--- src/rtl/cpu_pkg.sv ---
// Shared CPU definitions: fetch FSM states, buffer entry layout,
// reset PC default and opcode width (also used by op_d).
package cpu_pkg;

   localparam int          OPC_W        = 7;
   localparam logic [31:0] RESET_PC_DEF = 32'h0000_0000;

   typedef enum logic [1:0] {
      IDLE,
      RUN,
      FLUSH
   } fetch_state_t;

   typedef struct packed {
      logic [31:0] pc;
      logic [31:0] instr;
   } fetch_entry_t;

endpackage

--- src/rtl/fetch_fifo.sv ---
// Two-entry instruction buffer of {pc, instr} entries.
// Ports: clk, rst (async low), clear, push/wdata, pop/rdata, full, empty.
module fetch_fifo
   import cpu_pkg::*;
(
   input  logic         clk,
   input  logic         rst,
   input  logic         clear,
   input  logic         push,
   input  fetch_entry_t wdata,
   input  logic         pop,
   output fetch_entry_t rdata,
   output logic         full,
   output logic         empty
);

   fetch_entry_t mem [2];
   logic         wp;
   logic         rp;
   logic [1:0]   cnt;
   logic         do_push;
   logic         do_pop;

   assign full    = (cnt == 2'd2);
   assign empty   = (cnt == 2'd0);
   assign do_pop  = pop && !empty;
   // a pop frees the slot this push needs when already full
   assign do_push = push && (!full || do_pop);
   assign rdata   = mem[rp];

   always_ff @(posedge clk or negedge rst) begin
      if (!rst) begin
         mem[0] <= '0;
         mem[1] <= '0;
         wp     <= 1'b0;
         rp     <= 1'b0;
         cnt    <= 2'd0;
      end else if (clear) begin
         wp  <= 1'b0;
         rp  <= 1'b0;
         cnt <= 2'd0;
      end else begin
         if (do_push) begin
            mem[wp] <= wdata;
            wp      <= ~wp;
         end
         if (do_pop)
            rp <= ~rp;
         cnt <= cnt + {1'b0, do_push} - {1'b0, do_pop};
      end
   end

endmodule

--- src/rtl/inst_fetch.sv ---
// Instruction fetch: issues sequential word fetches, buffers in-order
// responses and hands them to the opcode decoder; handles redirects.
// Ports: clk, rst (async low), imem_req_*, imem_rsp_*, redirect_*,
// if_valid/if_instr/if_pc/if_opcode, id_ready.
// Option FETCH_MISALIGN_TRAP_EN adds output fetch_misalign.
module inst_fetch
   import cpu_pkg::*;
#(
   parameter logic [31:0] RESET_PC   = RESET_PC_DEF,
   parameter int          FIFO_DEPTH = 2
) (
   input  logic             clk,
   input  logic             rst,
   output logic             imem_req_valid,
   output logic [31:0]      imem_req_addr,
   input  logic             imem_req_ready,
   input  logic             imem_rsp_valid,
   input  logic [31:0]      imem_rsp_data,
   input  logic             redirect_valid,
   input  logic [31:0]      redirect_pc,
   output logic             if_valid,
   output logic [31:0]      if_instr,
   output logic [31:0]      if_pc,
   output logic [OPC_W-1:0] if_opcode,
   input  logic             id_ready
`ifdef FETCH_MISALIGN_TRAP_EN
   ,
   output logic             fetch_misalign
`endif
);

   fetch_state_t state;
   fetch_state_t state_nxt;
   logic [31:0]  pc;
   logic [31:0]  tgt;
   logic [1:0]   outstanding;
   logic [1:0]   drop;
   logic [2:0]   pending;
   logic [2:0]   need;
   logic [2:0]   avail;
   logic [2:0]   drop_redir;
   logic [1:0]   fifo_cnt;
   logic         full;
   logic         empty;
   logic         rsp_hit;
   logic         pop;
   logic         push;
   logic         acc;
   logic         can_req;
   logic         halt;
   fetch_entry_t head;
   fetch_entry_t wdata;

`ifdef FETCH_MISALIGN_TRAP_EN
   logic misalign_q;

   assign tgt            = redirect_pc;
   assign halt           = misalign_q;
   assign fetch_misalign = misalign_q;

   always_ff @(posedge clk or negedge rst) begin
      if (!rst)
         misalign_q <= 1'b0;
      else if (redirect_valid)
         misalign_q <= (redirect_pc[1:0] != 2'b00);
   end
`else
   assign tgt  = redirect_pc & 32'hFFFF_FFFC;
   assign halt = 1'b0;
`endif

   assign fifo_cnt = full ? 2'd2 : (empty ? 2'd0 : 2'd1);
   assign pending  = {1'b0, outstanding} + {1'b0, drop};
   // unmatched responses are ignored so counters never underflow
   assign rsp_hit  = imem_rsp_valid && (pending != 3'd0);
   assign if_valid = !empty && !redirect_valid;
   assign pop      = if_valid && id_ready;
   // a same-cycle pop frees a slot for a new request
   assign need     = {1'b0, fifo_cnt} + pending;
   assign avail    = 3'(FIFO_DEPTH) + {2'b0, pop};
   assign can_req  = (need < avail);

   assign imem_req_valid = (state == RUN) && can_req && !halt;
   assign imem_req_addr  = pc;
   assign acc            = imem_req_valid && imem_req_ready;
   assign drop_redir     = pending + {2'b0, acc} - {2'b0, rsp_hit};

   // no redirect between requests, so the oldest in-flight
   // request sits outstanding words behind pc
   assign push        = rsp_hit && (state == RUN) && !redirect_valid;
   assign wdata.pc    = pc - {28'd0, outstanding, 2'b00};
   assign wdata.instr = imem_rsp_data;

   assign if_instr  = head.instr;
   assign if_pc     = head.pc;
   assign if_opcode = head.instr[OPC_W-1:0];

   fetch_fifo u_fifo (
      .clk   (clk),
      .rst   (rst),
      .clear (redirect_valid),
      .push  (push),
      .wdata (wdata),
      .pop   (pop),
      .rdata (head),
      .full  (full),
      .empty (empty)
   );

   always_ff @(posedge clk or negedge rst) begin
      if (!rst)
         state <= IDLE;
      else
         state <= state_nxt;
   end

   always_comb begin
      state_nxt = state;
      unique case (state)
         IDLE:    state_nxt = RUN;
         RUN:     state_nxt = RUN;
         FLUSH: begin
            if (drop == 2'd0 || (drop == 2'd1 && rsp_hit))
               state_nxt = RUN;
         end
         default: state_nxt = IDLE;
      endcase
      if (redirect_valid)
         state_nxt = (drop_redir != 3'd0) ? FLUSH : RUN;
   end

   always_ff @(posedge clk or negedge rst) begin
      if (!rst) begin
         pc          <= RESET_PC;
         outstanding <= 2'd0;
         drop        <= 2'd0;
      end else if (redirect_valid) begin
         pc          <= tgt;
         outstanding <= 2'd0;
         drop        <= drop_redir[1:0];
      end else begin
         if (acc)
            pc <= pc + 32'd4;
         outstanding <= outstanding + {1'b0, acc}
                        - {1'b0, rsp_hit && (state == RUN)};
         drop <= drop - {1'b0, rsp_hit && (state == FLUSH)};
      end
   end

endmodule

--- config.mk ---
export PLATFORM = sky130hd
export DESIGN_NAME = inst_fetch
export DESIGN_NICKNAME = d
export VERILOG_FILES = /design/src/rtl/cpu_pkg.sv /design/src/rtl/fetch_fifo.sv /design/src/rtl/inst_fetch.sv
export SDC_FILE = /design/constraint.sdc
export NUM_CORES = 1
export LEC_CHECK = 0
export ABC_AREA = 1
export CORE_MARGIN = 4
export CORE_UTILIZATION = 28
export DETAILED_ROUTE_END_ITERATION = 16
export GPL_TIMING_DRIVEN = 0
export HOLD_SLACK_MARGIN = 0.05
export PLACE_DENSITY = 0.54
export SLEW_MARGIN = 20
export SYNTH_ARGS = -nofsm -noshare
export SYNTH_HDL_FRONTEND = slang
export SYNTH_SLANG_ARGS = --single-unit
--- constraint.sdc ---
create_clock -name clk -period 4.97 [get_ports clk]
set_input_delay 1.2425 -clock clk [delete_from_list [all_inputs] [get_ports clk]]
set_output_delay 1.2425 -clock clk [all_outputs]
set_load 0.01 [all_outputs]
After elaboration in Yosys (flattened, before gate mapping)
Index checks and enable logic that the tools add are counted.

Output and inout bits: 105. Register bits: 170. Logic and storage cells: 85. Input bits: 70.

Muxes and demuxes: 21. Add/sub/neg operators: 12. Eq/ne operators: 5. Bitwise gates (word level): 5. Reduce and logical (&&, ||, !) cells: 27. Order comparisons: 4.

Operators with widths (count): 64-bit 2-to-1 mux (4); 128-bit bitwise mux (1); 64-bit demux with 1-bit select (1); 32-bit 2-to-1 mux (2); 32-bit by 3-bit adder with 32-bit output, second input constant (1); 32-bit by 4-bit subtractor with 32-bit output (1); 2-bit 2-to-1 mux (7); 1-bit logical AND (12); 2-bit zero test (3); 2-bit nonzero test (3); 3-bit nonzero test (2); 2-bit by 1-bit subtractor with 2-bit output (3); 1-bit 2-to-1 mux (5); 2-bit by 1-bit adder with 2-bit output (2); 2-bit by 1-bit == test with 1-bit output, second input constant (2); 2-bit == test, second input constant (2); 2-bit greater-or-equal comparator, second input constant (2); 1-bit NOT with 2-bit output (2); 2-bit case mux with 2 select lines (1); 2-bit by 1-bit adder with 3-bit output, first input constant (1); 2-bit by 2-bit adder with 3-bit output (1); 2-bit by 3-bit adder with 3-bit output (1); 3-bit by 1-bit adder with 3-bit output (1); 1-bit zero test (3); other kinds (8) (11).

Longest topological paths before layout
Word-level depth: 13. Gate-level depth with buffers: 23.

Hierarchy
Synthesis repeated with hierarchy kept, for this count alone.

Cells, all modules: 1368. Area total of the unflattened synthesis: 9970.8 µm².

Modules (own cells, without submodules): fetch_fifo (cells an instance 811, instances 1, area an instance 6434.9 µm²); inst_fetch (cells an instance 557, instances 1, area an instance 3535.9 µm²).

Least setup slack after synthesis
OpenSTA, ideal clock, no wires.

Path kind: reg2reg. Start: reg outstanding[0]. End: reg state[0]. Period minus slack after synthesis: 3.576 ns. Stages on the path, launching flop included: 24. Library setup time: 0.072 ns. Data arrival time: 3.504 ns. Setup slack: 1.394 ns. Cell sequence: dfrtp_1 > ha_1 > inv_1 > fa_1 > inv_1 > nand3_1 > nand2_1 > inv_1 > ha_1 > inv_1 > nand2_1 > nand2_1 > nand2_1 > nand4_1 > clkbuf_1 > ha_1 > inv_1 > ha_1 > fa_1 > nor2_1 > nand2_1 > o21ai_0 > o21ai_0 > nor2_1.

Word-level cells in the longest chain between the ends: 10.

Ends and longest elaborated chain: start, declared (line inst_fetch.sv:36) `logic [1:0] outstanding;`; start signal, assigned (line inst_fetch.sv:144) `outstanding <= outstanding + {1'b0, acc}`; 2-bit by 2-bit adder with 3-bit output * (line inst_fetch.sv:73) `assign pending = {1'b0, outstanding} + {1'b0, drop};`; 2-bit by 3-bit adder with 3-bit output (line inst_fetch.sv:79) `assign need = {1'b0, fifo_cnt} + pending;`; 3-bit less-than comparator (line inst_fetch.sv:81) `assign can_req = (need < avail);`; 1-bit logical AND (line inst_fetch.sv:83) `assign imem_req_valid = (state == RUN) && can_req && !halt;`; 1-bit logical AND (line inst_fetch.sv:85) `assign acc = imem_req_valid && imem_req_ready;`; 3-bit by 1-bit adder with 3-bit output (line inst_fetch.sv:86) `assign drop_redir = pending + {2'b0, acc} - {2'b0, rsp_hit};`; 3-bit by 1-bit subtractor with 3-bit output (line inst_fetch.sv:86); 3-bit nonzero test (line inst_fetch.sv:129) `state_nxt = (drop_redir != 3'd0) ? FLUSH : RUN;`; 2-bit 2-to-1 mux (line inst_fetch.sv:129); 2-bit 2-to-1 mux (line inst_fetch.sv:128) `if (redirect_valid)`; end signal, assigned (line inst_fetch.sv:114) `state <= state_nxt;`; end, declared (line inst_fetch.sv:32) `fetch_state_t state;`.

Every way passes the cells marked *; elsewhere a longest branch is shown, timed or not. A chain may end at the register's enable or synchronous reset.

Final worst setup path
Start: reg u_fifo.rp. End: out if_pc[14].

Word-level cells in the longest chain between the ends: 4.

Ends and longest elaborated chain: start, declared (line fetch_fifo.sv:19) `logic rp;`; start signal, assigned (line fetch_fifo.sv:48) `rp <= ~rp;`; 1-bit NOT with 2-bit output (implied by the code) (line fetch_fifo.sv:29) `assign rdata = mem[rp];`; 64-bit 2-to-1 mux (implied by the code) (3 in series) (line fetch_fifo.sv:29); end, declared (line inst_fetch.sv:23) `output logic [31:0] if_pc,`.

Every way passes these cells. The select of a mux whose other input is x is not followed.

==> results.tsv <==
stage	metric	value	unit
run_status	status	complete, no violations	
cells_and_area	drive_above_1_share	7.79	%
routing	drt-vias-per-instance	4.56	
clocking	numCtsBuffers	17	
global_routing	grt_pass1_vias	8698	
global_routing	use_met3	3.21	%
floorplanning	dieArea	36500	um^2
clocking	clockBufferDepth	2	
sta	drv_slew	0	
setup_path	required	3730	ps
logic_synthesis	synthArstFlopShare	100	%
cells_and_area	antenna_cells	0	
sta	finClkSkew	16.8	ps
cells_and_area	nets	1601	
logic_synthesis	postSynthCellCount	1324	
clocking	htreeDepth	4	
logic_synthesis	synthesis.area	9370	um^2
pwr	cellPowerDensity	554	nW/um^2
run	cap_violations	0	
sta	max_slew_margin	46.8	%
routing	wl_per_cell	15.8	um
logic_synthesis	ys_warn_count	0	
sta	rsz0062_at_grt	false	
cells_and_area	final_common_cell	nand2_1	
routing	wl	31100	um
floorplanning	die_h	191	um
setup_path	path_class	reg2out	
logic_synthesis	seq_area_frac_synth	43.8	%
logic_synthesis	synth_xor_area_share	2.80	%
global_routing	grt_pass1_wl	48800	um
sta	finalHoldViolations	0	
setup_path	crit_path_end_kind	output pin	
clocking	clock_sinks	164	
global_routing	grt_max_degree	94	
sta	fmax	0.228	GHz
clocking	ctsHoldBuffers	0	
worst_hold_path	hold_class	reg2reg	
cells_and_area	fillerInstances	3518	
floorplanning	initial_core_util	28.6	%
logic_synthesis	synth_top_family_by_area	simple AND/OR/NAND/NOR gates	
clocking	cts_setup_buffers	0	
logic_synthesis	synth_seq_cells	164	
routing	dr_total_vias	8979	
logic_synthesis	synth_compound_area_share	7.79	%
cells_and_area	syn2layout_area_growth	30.6	%
pwr	vdd_drop_max	0.277	mV
place	dpl.hpwl	23100	um
global_routing	grt_busiest_layer	met2	
clocking	path_clk_slew	70	ps
cells_and_area	final_cell_mix	536 x nand2_1, 167 x clkdlybuf4s50_1, 164 x dfrtp_1	
clocking	cts-root-buf	clkbuf_16	
global_routing	grt.met1_usage	24.2	%
global_routing	grtUsageTotal	17.0	%
logic_synthesis	synth_edf_count	0	
floorplanning	num_rows	66	
logic_synthesis	synth_ff_type	dfrtp_1	
global_routing	grt_util_met2	26.8	%
sta	worst_pin_slew	798	ps
setup_path	cp_data_arrival_time	3150	ps
sta	setup_violations	0	
global_routing	grt-ovfl-total	0	
sta	tns	0	ps
logic_synthesis	synth_top_cell_area_share	43.8	%
logic_synthesis	synth_adder_area_share	2.38	%
place	numPortBuffers	168	
sta	finalCritPeriodShare	88.3	%
sta	period_needed	4390	ps
setup_path	crit_fanout	10	
routing	first_pass_iters	5	
clocking	cts_tree	yes	
clocking	cts.repair.resized	0	
place	gp_routability_congestion	1.02	
logic_synthesis	synth_top_area_cell	dfrtp_1	
routing	antenna_left	0	
pwr	total_power	6780	uW
pwr	leakage	0.00575	uW
logic_synthesis	synthMuxAreaShare	1.08	%
logic_synthesis	synthTopCellsByArea	dfrtp_1 44%, nand2_1 21%, inv_1 4.5%	
logic_synthesis	syn_area_per_cell	7.08	um^2
clocking	insertion_delay	450	ps
floorplanning	io_pins	175	
global_routing	antenna_found_initial	0	
logic_synthesis	yosys.area_share.simple	32.7	%
logic_synthesis	synth_cell_types	30	
routing	drt_iter0_markers	666	
routing	drcViolationCount	0	
setup_path	critPathLaunchType	flip-flop	
floorplanning	coreArea	32800	um^2
floorplanning	fp.dieW	191	um
-- report_power, final --
| group | switching, uW | internal, uW | total [uW] |
|---|---|---|---|
| Clock | 666 | 676 | 1340 |
| Sequential | 314 | 1810 | 2120 |
| Combinational | 1840 | 1470 | 3320 |
-- layer usage --
metal	share of wire [%]	routed length [um]	up-vias
li1	-	-	4480
met1	48	15100	4200
met2	44	13800	270
met3	5.6	1740	29
met4	1.6	501	0
met5	0	0	-
-- flip-flops by register name, indices dropped and copies added, names as in the netlist --
name           count
u_fifo.mem       124
imem_req_addr     30
drop               2
outstanding        2
state              2
u_fifo.cnt         2
u_fifo.rp          1
u_fifo.wp          1
-- cell families (layout without fill, tap and decap cells) --
| kind of cell | count (synthesis) | in the layout |
|---|---|---|
| and+or+nand+nor | 764 | 764 |
| buffers and inverters | 197 | 398 |
| DFF | 164 | 164 |
| AOI/OAI and AO/OA | 143 | 143 |
| xor gates and xnor gates | 30 | 30 |
| adders and majority gates | 16 | 16 |
| muxes | 9 | 9 |
| other | 1 | 4 |
-- cells in the mapped netlist, types with 13 or more instances --
master      n
dfrtp_1   164
or2_2      14
inv_1     113
ha_1       13
xor2_1     27
o21ai_1    54
o21ai_0    83
clkbuf_1   32
buf_2      23
nand3_1    84
buf_4      16
nand2_1   536
nor2_1    112
-- per-stage QoR --
stage	instances	worst slack (ps)	util [%]	instance area [um^2]	hold slack (ps)
global placement	1937	-4600	35.4	11600	454
CTS	1970	484	37.3	12200	476
floorplan	1327	1390	-	9390	442
global route	1970	390	37.3	12200	489
finish	1970	582	37.3	12200	473
detailed placement	1938	664	35.5	11700	459
-- final cells by class --
cell class | count | area [um^2] | area share (%)
tap | 442 | 553 | 4.52
clock buffer | 18 | 429 | 3.51
sequential | 164 | 4100 | 33.5
timing repair buffer | 169 | 1710 | 14.0
inverter | 118 | 443 | 3.62
buffer | 79 | 438 | 3.58
clock inverter | 14 | 156 | 1.28
multi-input combinational | 966 | 4400 | 36.0
-- worst max-delay path, cell delays in order (launching register included) --
cell             delay, ps
dfrtp_1                320
clkbuf_1               420
clkbuf_1               660
clkbuf_1               460
nand2_1                 90
o21ai_0                150
clkdlybuf4s50_1        600
-- path summary, 6_finish.rpt --
| kind | startpoint | end | slack (ps) | cells after the start |
|---|---|---|---|---|
| max reg2reg | outstanding[0]$_DFF_PN0_ | state[0]$_DFFE_PN0P_ | 860 | 23 |
| min reg2reg | u_fifo.mem[46]$_DFFE_PN0P_ | u_fifo.mem[46]$_DFFE_PN0P_ | 470 | 2 |
| min | u_fifo.mem[46]$_DFFE_PN0P_ | u_fifo.mem[46]$_DFFE_PN0P_ | 470 | 2 |
| min in group asynchronous | rst | u_fifo.mem[93]$_DFFE_PN0P_ | 760 | 1 |
| max | u_fifo.rp$_DFFE_PN0P_ | if_pc[14] | 580 | 6 |
| max in group asynchronous | rst | imem_req_addr[25]$_DFFE_PN0N_ | 3340 | 2 |
(Power assumes the default switching activity.)
